[config.mk]
export PLATFORM = sky130hd
export DESIGN_NAME = frame_tx
export DESIGN_NICKNAME = d
export VERILOG_FILES = /design/src/rtl/router_pkg.sv /design/src/rtl/frame_tx_shreg.sv /design/src/rtl/frame_tx.sv
export SDC_FILE = /design/constraint.sdc
export NUM_CORES = 1
export LEC_CHECK = 0
export BUFFER_PORTS_ARGS = -buffer_cell sky130_fd_sc_hd__buf_4
export CAP_MARGIN = 15
export CORE_MARGIN = 5
export CORE_UTILIZATION = 35
export DETAILED_ROUTE_END_ITERATION = 8
export GPL_ROUTABILITY_DRIVEN = 0
export PLACE_DENSITY = 0.56
export SLEW_MARGIN = 20
export SYNTH_ARGS = -nofsm -noshare
export SYNTH_HDL_FRONTEND = slang
export SYNTH_SLANG_ARGS = --single-unit
export TNS_END_PERCENT = 100
[constraint.sdc]
create_clock -name clk -period 3.7 [get_ports clk]
set_clock_uncertainty 0.2 [all_clocks]
set_input_delay 0.37 -clock clk [delete_from_list [all_inputs] [get_ports clk]]
set_output_delay 0.37 -clock clk [all_outputs]
set_load 0.01 [all_outputs]
[src/rtl/router_pkg.sv]
// Shared router constants and frame transmitter state encoding.
package router_pkg;

   localparam int unsigned ADDR_W = 3;
   localparam int unsigned N_CHAN = 8;

   typedef logic [2:0] tx_state_t;

   localparam tx_state_t IDLE  = 3'd0;
   localparam tx_state_t ADDR  = 3'd1;
   localparam tx_state_t WAIT  = 3'd2;
   localparam tx_state_t PAYLD = 3'd3;
   localparam tx_state_t GAP   = 3'd4;

   // Reversed so an LSB-first shifter emits the destination MSB first.
   function automatic logic [ADDR_W-1:0] rev_dest(input logic [ADDR_W-1:0] d);
      return {d[0], d[1], d[2]};
   endfunction

endpackage

[src/rtl/frame_tx_shreg.sv]
// Load/shift-right register with a down-counting bit counter; serves address and payload phases.
module frame_tx_shreg #(
   parameter int unsigned WIDTH = 8,
   parameter int unsigned CNT_W = 4
) (
   input  logic             clk_i,
   input  logic             rst_i,
   input  logic             load_i,
   input  logic             shift_i,
   input  logic [WIDTH-1:0] load_val_i,
   input  logic [CNT_W-1:0] load_len_i,
   output logic             bit_o,
   output logic             last_o
);

   logic [WIDTH-1:0] sr_q, sr_d;
   logic [CNT_W-1:0] cnt_q, cnt_d;

   always_comb begin
      sr_d  = sr_q;
      cnt_d = cnt_q;
      if (load_i) begin
         sr_d  = load_val_i;
         cnt_d = load_len_i;
      end else if (shift_i) begin
         sr_d = sr_q >> 1;
         if (cnt_q != '0) cnt_d = cnt_q - 1'b1;
      end
   end

   always_ff @(posedge clk_i) begin
      if (rst_i) begin
         sr_q  <= '0;
         cnt_q <= '0;
      end else begin
         sr_q  <= sr_d;
         cnt_q <= cnt_d;
      end
   end

   assign bit_o  = sr_q[0];
   assign last_o = (cnt_q == CNT_W'(1));

endmodule

[src/rtl/frame_tx.sv]
// Serial frame transmitter: address, pad while busy, LSB-first payload, inter-frame gap.
// Optional busy timeout abort enabled by defining FRAME_TX_TIMEOUT_EN.
module frame_tx
   import router_pkg::*;
#(
   parameter int unsigned PAYLOAD_W = 8,
   parameter int unsigned WAIT_MIN  = 2,
   parameter int unsigned GAP_CYC   = 1,
   parameter int unsigned TIMEOUT   = 64
) (
   input  logic                 clk,
   input  logic                 rst,
   input  logic                 req_valid,
   output logic                 req_ready,
   input  logic [2:0]           req_dest,
   input  logic [PAYLOAD_W-1:0] req_data,
   input  logic                 busy,
   output logic                 valid,
   output logic                 stream,
   output logic                 tx_active,
   output logic                 done,
   output logic                 err
);

   localparam int unsigned SR_W   = (PAYLOAD_W > ADDR_W) ? PAYLOAD_W : ADDR_W;
   localparam int unsigned BIT_W  = $clog2(SR_W + 1);
`ifdef FRAME_TX_TIMEOUT_EN
   localparam int unsigned WAIT_MAX = (TIMEOUT > WAIT_MIN) ? TIMEOUT : WAIT_MIN;
`else
   localparam int unsigned WAIT_MAX = WAIT_MIN;
`endif
   localparam int unsigned WCNT_W = $clog2(WAIT_MAX + 1);
   localparam int unsigned GCNT_W = (GAP_CYC > 1) ? $clog2(GAP_CYC) : 1;

   tx_state_t             state_q, state_d;
   logic [WCNT_W-1:0]     wcnt_q, wcnt_d;
   logic [GCNT_W-1:0]     gcnt_q, gcnt_d;
   logic [PAYLOAD_W-1:0]  data_q, data_d;
   logic                  ready_q;
   logic                  abort_q, abort_d;

   logic                  sr_load, sr_shift, sr_bit, sr_last;
   logic [SR_W-1:0]       sr_val;
   logic [BIT_W-1:0]      sr_len;

   always_comb begin
      state_d  = state_q;
      wcnt_d   = wcnt_q;
      gcnt_d   = gcnt_q;
      data_d   = data_q;
      abort_d  = abort_q;
      sr_load  = 1'b0;
      sr_shift = 1'b0;
      sr_val   = SR_W'(rev_dest(req_dest));
      sr_len   = BIT_W'(ADDR_W);
      case (state_q)
         IDLE: begin
            if (req_valid && req_ready) begin
               sr_load = 1'b1;
               data_d  = req_data;
               abort_d = 1'b0;
               state_d = ADDR;
            end
         end
         ADDR: begin
            sr_shift = 1'b1;
            if (sr_last) begin
               wcnt_d  = '0;
               state_d = WAIT;
            end
         end
         WAIT: begin
            if (wcnt_q != '1) wcnt_d = wcnt_q + 1'b1;
            if (wcnt_q >= WCNT_W'(WAIT_MIN - 1) && !busy) begin
               sr_load = 1'b1;
               sr_val  = SR_W'(data_q);
               sr_len  = BIT_W'(PAYLOAD_W);
               state_d = PAYLD;
            end
`ifdef FRAME_TX_TIMEOUT_EN
            else if (busy && wcnt_q >= WCNT_W'(TIMEOUT - 1)) begin
               gcnt_d  = '0;
               abort_d = 1'b1;
               state_d = GAP;
            end
`endif
         end
         PAYLD: begin
            sr_shift = 1'b1;
            if (sr_last) begin
               gcnt_d  = '0;
               state_d = GAP;
            end
         end
         GAP: begin
            gcnt_d = gcnt_q + 1'b1;
            if (gcnt_q == GCNT_W'(GAP_CYC - 1)) state_d = IDLE;
         end
         default: state_d = IDLE;
      endcase
   end

   always_ff @(posedge clk) begin
      if (rst) begin
         state_q <= IDLE;
         wcnt_q  <= '0;
         gcnt_q  <= '0;
         data_q  <= '0;
         ready_q <= 1'b0;
         abort_q <= 1'b0;
      end else begin
         state_q <= state_d;
         wcnt_q  <= wcnt_d;
         gcnt_q  <= gcnt_d;
         data_q  <= data_d;
         ready_q <= 1'b1;
         abort_q <= abort_d;
      end
   end

   frame_tx_shreg #(
      .WIDTH (SR_W),
      .CNT_W (BIT_W)
   ) u_shreg (
      .clk_i      (clk),
      .rst_i      (rst),
      .load_i     (sr_load),
      .shift_i    (sr_shift),
      .load_val_i (sr_val),
      .load_len_i (sr_len),
      .bit_o      (sr_bit),
      .last_o     (sr_last)
   );

   assign valid     = (state_q == ADDR) || (state_q == WAIT) || (state_q == PAYLD);
   assign tx_active = valid;
   assign stream    = ((state_q == ADDR) || (state_q == PAYLD)) && sr_bit;
   // ready_q keeps req_ready low for the first cycle after reset releases.
   assign req_ready = (state_q == IDLE) && ready_q;
   assign done      = (state_q == GAP) && (gcnt_q == '0) && !abort_q;
`ifdef FRAME_TX_TIMEOUT_EN
   assign err       = (state_q == GAP) && (gcnt_q == '0) && abort_q;
`else
   assign err       = 1'b0;
`endif

endmodule

==> results of run 1 <==
[layer usage]
layer	wire length [um]	GRT usage (%)
met1	1320	14.2
met2	1390	19.9
met3	152	2.49
met4	0	3.13
met5	0	0
[cells in the mapped netlist, types with 2 or more instances]
cell type,instances
sky130_fd_sc_hd__xnor2_1,2
sky130_fd_sc_hd__nand3_1,4
sky130_fd_sc_hd__nor2_1,14
sky130_fd_sc_hd__buf_6,3
sky130_fd_sc_hd__nor3b_1,2
sky130_fd_sc_hd__inv_1,7
sky130_fd_sc_hd__a2111oi_2,2
sky130_fd_sc_hd__o41ai_1,3
sky130_fd_sc_hd__nand3b_1,2
sky130_fd_sc_hd__a31oi_1,4
sky130_fd_sc_hd__o31ai_1,3
sky130_fd_sc_hd__and2_1,2
sky130_fd_sc_hd__ha_1,4
sky130_fd_sc_hd__nand2_1,23
sky130_fd_sc_hd__buf_2,2
sky130_fd_sc_hd__dfxtp_1,27
sky130_fd_sc_hd__a21oi_1,12
sky130_fd_sc_hd__nor3_1,7
sky130_fd_sc_hd__clkbuf_1,5
sky130_fd_sc_hd__a22oi_1,3
sky130_fd_sc_hd__buf_4,2
sky130_fd_sc_hd__nor4_1,2
[cell type report]
class,instances,area (um^2),share of cell area (%)
Clock buffer,4,45.0,2.98
Inverter,7,26.3,1.74
Multi-Input combinational cell,109,697,46.1
Sequential cell,27,541,35.8
Tap cell,48,60.1,3.97
Timing Repair Buffer,19,143,9.44
[worst min-delay path by stage]
| stage | end | slack (ns) | cells after the start |
|---|---|---|---|
| floorplan | u_shreg.sr_q[7] | 0.23 | 2 |
| global placement | u_shreg.sr_q[7] | 0.24 | 2 |
| detailed placement | u_shreg.sr_q[7] | 0.25 | 2 |
| CTS | data_q[4] | 0.13 | 3 |
| global route | data_q[2] | 0.13 | 3 |
| finish | data_q[2] | 0.14 | 3 |
[registers in the layout (all words and copies together), names as in the netlist]
signal / cells
ready_q: 1
data_q: 8
gcnt_q: 1
u_shreg.cnt_q: 4
state_q: 3
u_shreg.sr_q: 8
wcnt_q: 2
[critical path, delay by kind of cell, from the launching register on]
family | cells | cell delay (ns)
flip-flops | 1 | 0.52
AND/OR/NAND/NOR | 2 | 0.64
buffers and inverters | 1 | 0.11
[kinds of logic after synthesis]
family                     Yosys count  synth area share [%]
DFF                                 27                  40.1
xor gates and xnor gates             2                  1.30
other                                1                 0.279
adders and majority gates            4                  3.72
and+or+nand+nor                     69                  28.2
AOI/OAI and AO/OA                   32                  17.5
muxes                                1                 0.836
buffers and inverters               20                  8.09
[power by group through the flow]
stage / Sequential [mW] / Clock, mW / Combinational (mW)
CTS: 0.319 / 0.174 / 0.0911
global route: 0.322 / 0.186 / 0.100
detailed placement: 0.326 / 0 / 0.0908
floorplan: 0.322 / 0 / 0.0665
global placement: 0.326 / 0 / 0.0883
finish: 0.319 / 0.168 / 0.0900
==> flow_summary.json, run 1 <==
{
  "status": "complete, no violations",
  "share_of_layout_cells_above_drive_strength_1_pct": 19.9,
  "worstSetupEndpoint": "stream",
  "first_global_vias": 1125,
  "clock_power_share_pct": 29.1,
  "final_antenna_net_count": 0,
  "setup_total_negative_slack_ns": 0,
  "grt_first_pass_wirelength_mm": 4.82,
  "synth.cell_area_um2": 1350,
  "syn_avg_cell_area_um2": 8.63,
  "timing.max_cap.violations": 0,
  "clock_tree_sinks": 27,
  "yosysTopAreaCell": "sky130_fd_sc_hd__dfxtp_1",
  "layout.filler_cells": 383,
  "detailedPlace.worstSlack_ns": 1.68,
  "grt_util_all_layers_pct": 11.4,
  "net-switching-power_uw": 152,
  "numCtsBuffers": 3,
  "setup_slack_ns": 1.58,
  "design_area_um2": 1510,
  "placed_cell_area_um2": 1470,
  "regToRegSetupSlack_ns": 1.67,
  "setup_violations": 0,
  "cts_root_buffer": "sky130_fd_sc_hd__clkbuf_8",
  "timing.max_slew.rel_slack_pct": 61.6,
  "setup_repair_after_global_routing_missed_its_margin": "false",
  "setup.worst_path.start_class": "register",
  "yosysWarningCount": 0,
  "grt_overflow_total": 0,
  "place_inst": 210,
  "design.die.area_um2": 5190,
  "timing.critical_path.required_ns": 3.13,
  "cts-htree-levels": 1,
  "leakage_nw": 0.589,
  "share_seq_of_total_power_pct": 55.3,
  "sw_frac_of_total_pct": 26.3,
  "initial_utilization_pct": 36.5,
  "number_of_antenna_violations_at_the_first_check_in_global_routing": 0,
  "postCtsSetupBuffers": 0,
  "insertedDiodeCount": 0,
  "rr_worst_depth": 4,
  "clk-insertion-delay-late_ns": 0.27,
  "hp-start": "req_data[2]",
  "synth_cells": 156,
  "drt-pass1-iter-count": 4,
  "final_number_of_max_transition_violations": 0,
  "drt-initial-drc-count": 70,
  "path_cells": "nor2b_1 > and2_1 > buf_4",
  "grt_start_max_net_pins": 27,
  "critPathKind": "register to output port",
  "floorplan.die.height_um": 72.0,
  "cp_slowest_stage_delay_ns": 0.52,
  "post-synth-top-area-fraction_pct": 40.1,
  "cts_max_path_buffers": 2,
  "final_min_period_over_clock_period_pct": 57.3,
  "worst_r2r_endpoint": "u_shreg.cnt_q[3]",
  "detailroute.via_count": 1113,
  "post_synth_num_cell_types": 43,
  "final_core_utilization_pct": 41.0,
  "synth_top_cells_by_area": "sky130_fd_sc_hd__dfxtp_1, sky130_fd_sc_hd__nand2_1, sky130_fd_sc_hd__a21oi_1",
  "cell_internal_pwr_uw": 425,
  "ir_worst_vdd_v": 0.000170,
  "dp_hpwl_mm": 2.09,
  "number_of_enable_flip_flop_cells_after_synthesis": 0,
  "async_reset_ff_share_pct": 0,
  "post-route-min-period_ns": 2.12,
  "synth_seq_cells": 27,
  "timing_worst_slew_pin_value_ns": 0.574,
  "worst_r2r_start": "state_q[1]",
  "most-common-layout-cells": "sky130_fd_sc_hd__dfxtp_1, sky130_fd_sc_hd__nand2_1, sky130_fd_sc_hd__buf_4",
  "cts.repair.resized": 0,
  "worst_hold_path_type": "input pin to register",
  "finalPower_uw": 577,
  "io-pin-count": 21,
  "avgViaCountPerCell": 5.20,
  "seq_total_area_yosys_pct": 40.1,
  "cts_hold_repair.buffers": 0,
  "power_per_cell_area_nw_per_um2": 382,
  "slowest_stage": "sky130_fd_sc_hd__dfxtp_1",
  "timing.fmax_mhz": 472,
  "synth.net_count": 175,
  "hold-worst-slack_ns": 0.138,
  "post-route-drc-count": 0,
  "standard_cell_core_area_um2": 3690,
  "std_cell_rows": 22,
  "worst_ep_arrival_time_ns": 1.55,
  "synthToLayoutAreaGrowth_pct": 12.3,
  "timing.critical_path.fanout_max": 9,
  "critical_path.startpoint": "state_q[0]",
  "finish.net_count": 186,
  "final-instance-count-excl-fill": 214,
  "place.port_buffers": 19,
  "die_x_um": 72.0,
  "wire_per_inst_um": 13.4,
  "final_common_cell": "sky130_fd_sc_hd__dfxtp_1",
  "totalWireLength_mm": 2.87,
  "p_comb_share_pct": 15.6,
  "hold_viol": 0,
  "cts_tree": "built",
  "crit_path_end_kind": "output port",
  "clkTransAtPathRegs_ns": 0.09,
  "synthFlopType": "sky130_fd_sc_hd__dfxtp_1"
}
(Power assumes the default switching activity.)
==> run 2, diff against run 1 <==
--- a/config.mk
+++ b/config.mk
@@ -11,7 +11,7 @@
 export CORE_UTILIZATION = 35
 export DETAILED_ROUTE_END_ITERATION = 8
 export GPL_ROUTABILITY_DRIVEN = 0
-export PLACE_DENSITY = 0.56
+export PLACE_DENSITY = 0.58
 export SLEW_MARGIN = 20
 export SYNTH_ARGS = -nofsm -noshare
 export SYNTH_HDL_FRONTEND = slang
==> constraint.sdc (replaced) <==
create_clock -name clk -period 1.9 [get_ports clk]
set_clock_uncertainty 0.2 [all_clocks]
set_input_delay 0.19 -clock clk [delete_from_list [all_inputs] [get_ports clk]]
set_output_delay 0.19 -clock clk [all_outputs]
set_load 0.01 [all_outputs]
==> flow_summary.json, run 2 (same netlist as run 1, synthesis figures left out) <==
{
  "detailroute.via_count": 1172,
  "path_cells": "inv_1 > ha_1 > and4bb_2 > a21oi_1 > or4_1 > o31ai_1",
  "most-common-layout-cells": "sky130_fd_sc_hd__buf_4, sky130_fd_sc_hd__dfxtp_1, sky130_fd_sc_hd__nand2_1",
  "holdPathEnd": "u_shreg.sr_q[1]",
  "ir_worst_vdd_v": 0.000338,
  "layout.filler_cells": 369,
  "grt_start_max_net_pins": 27,
  "cts_tree": "built",
  "clk-insertion-delay-late_ns": 0.27,
  "timing.critical_path.fanout_max": 3,
  "io-pin-count": 21,
  "numCtsBuffers": 3,
  "sw_frac_of_total_pct": 25.5,
  "drt-pass1-iter-count": 5,
  "setup_total_negative_slack_ns": 0,
  "share_of_layout_cells_above_drive_strength_1_pct": 23.9,
  "final_antenna_net_count": 0,
  "post-route-min-period_ns": 1.78,
  "share_seq_of_total_power_pct": 53.7,
  "critPathKind": "register to register",
  "postCtsSetupBuffers": 0,
  "cp_slowest_stage_delay_ns": 0.47,
  "final_number_of_max_transition_violations": 0,
  "final_core_utilization_pct": 45.7,
  "number_of_antenna_violations_at_the_first_check_in_global_routing": 0,
  "timing.critical_path.required_ns": 1.88,
  "hold_viol": 0,
  "final_common_cell": "sky130_fd_sc_hd__buf_4",
  "floorplan.die.height_um": 72.0,
  "finish.net_count": 204,
  "initial_utilization_pct": 36.5,
  "cts_root_buffer": "sky130_fd_sc_hd__clkbuf_8",
  "place.port_buffers": 19,
  "std_cell_rows": 22,
  "avgViaCountPerCell": 5.05,
  "setup_repair_after_global_routing_missed_its_margin": "false",
  "dp_hpwl_mm": 2.21,
  "hold-worst-slack_ns": 0.0112,
  "final_min_period_over_clock_period_pct": 93.5,
  "p_comb_share_pct": 18.6,
  "clock_tree_sinks": 27,
  "reg_top3": "data_q (8), u_shreg.sr_q (8), u_shreg.cnt_q (4)",
  "design.die.area_um2": 5190,
  "totalWireLength_mm": 2.94,
  "rr_worst_depth": 6,
  "setup_violations": 0,
  "worst_ep_arrival_time_ns": 1.76,
  "whs_path_depth": 3,
  "post-route-drc-count": 0,
  "slowest_stage": "sky130_fd_sc_hd__or4_1",
  "timing.max_cap.violations": 0,
  "worst_r2r_endpoint": "wcnt_q[1]",
  "finalPower_mw": 1.15,
  "standard_cell_core_area_um2": 3690,
  "status": "complete, no violations",
  "hp-start": "req_dest[1]",
  "worst_hold_path_type": "input pin to register",
  "power_per_cell_area_nw_per_um2": 682,
  "timing.fmax_mhz": 563,
  "leakage_nw": 0.679,
  "die_x_um": 72.0,
  "net-switching-power_uw": 293,
  "setup.worst_path.start_class": "register",
  "cell_internal_pwr_uw": 856,
  "cts_max_path_buffers": 2,
  "clock_power_share_pct": 27.7,
  "worst_r2r_start": "u_shreg.cnt_q[1]",
  "first_global_vias": 1128,
  "regToRegSetupSlack_ns": 0.12,
  "wire_per_inst_um": 12.7,
  "cts-htree-levels": 1,
  "clkTransAtPathRegs_ns": 0.09,
  "insertedDiodeCount": 0,
  "grt_overflow_total": 0,
  "grt_first_pass_wirelength_mm": 5.15,
  "crit_path_end_kind": "register",
  "drt-initial-drc-count": 43,
  "synthToLayoutAreaGrowth_pct": 25.1,
  "grt_util_all_layers_pct": 12.5
}
==> run 2: changes by cell type in the layout (fill, tap and decap cells not counted) <==
cell / before / now
sky130_fd_sc_hd__or3_4: 0 / 1
sky130_fd_sc_hd__buf_12: 0 / 1
sky130_fd_sc_hd__buf_4: 19 / 28
sky130_fd_sc_hd__dlygate4sd3_1: 0 / 8
sky130_fd_sc_hd__or3_1: 1 / 0
==> run 2: stage by stage <==
| step | instances | area, um^2 | setup WS, ns |
|---|---|---|---|
| 2_1_floorplan | 156 | 1350 | 0.140 |
| 3_3_place_gp | 220 | 1550 | 0.108 |
| 3_5_place_dp | 220 | 1550 | 0.0738 |
| 4_1_cts | 232 | 1680 | 0.0621 |
| 5_1_grt | 232 | 1680 | 0.0164 |
| 6_report | 232 | 1680 | 0.123 |
==> run 2: critical path, delay by kind of cell, from the launching register on <==
| kind | cells | cell delay (ns) |
|---|---|---|
| flip-flops | 1 | 0.34 |
| adder cells (fa/ha/maj) | 1 | 0.17 |
| buffers and inverters | 1 | 0.08 |
| AO/OA/AOI/OAI | 2 | 0.17 |
| AND/OR/NAND/NOR | 2 | 0.74 |
==> run 2: final cells by class <==
type | count | area [um^2] | share of cell area (%)
Multi-Input combinational cell | 109 | 702 | 41.7
Clock buffer | 4 | 45.0 | 2.67
Tap cell | 48 | 60.1 | 3.57
Timing Repair Buffer | 37 | 310 | 18.4
Inverter | 7 | 26.3 | 1.56
Sequential cell | 27 | 541 | 32.1
==> run 2: repair_timing <==
action | CTS | global route
setup endpoints to repair | 0 | 4
endpoints found under the hold margin | 8 | 0
resized for setup | 0 | 1
hold buffers | 8 | 0
==> run 2: power groups by stage <==
stage,sequential (mW),combinational [mW],clock [mW]
5_1_grt,0.622,0.239,0.352
3_3_place_gp,0.629,0.198,0
4_1_cts,0.617,0.216,0.328
2_1_floorplan,0.628,0.129,0
3_5_place_dp,0.630,0.202,0
6_report,0.617,0.213,0.318
==> run 2: how the worst max path moves through the flow <==
stage | end | slack, ns | cells past startpoint | start
after global routing | u_shreg.sr_q[2] | 0.02 | 6 | state_q[1]
after global placement | u_shreg.sr_q[0] | 0.11 | 4 | state_q[0]
after floorplan | u_shreg.sr_q[0] | 0.14 | 6 | state_q[1]
after CTS | u_shreg.sr_q[2] | 0.06 | 4 | state_q[0]
after detailed placement | u_shreg.sr_q[2] | 0.07 | 4 | state_q[0]
final | wcnt_q[1] | 0.12 | 6 | u_shreg.cnt_q[1]
==> run 2: layer usage <==
layer | global-route usage (%) | up-vias | routed length (um)
met3 | 2.63 | 5 | 126
met1 | 15.2 | 542 | 1340
li1 | - | 603 | -
met4 | 4.38 | 0 | 46
met2 | 21.6 | 22 | 1430
met5 | 0 | - | 0
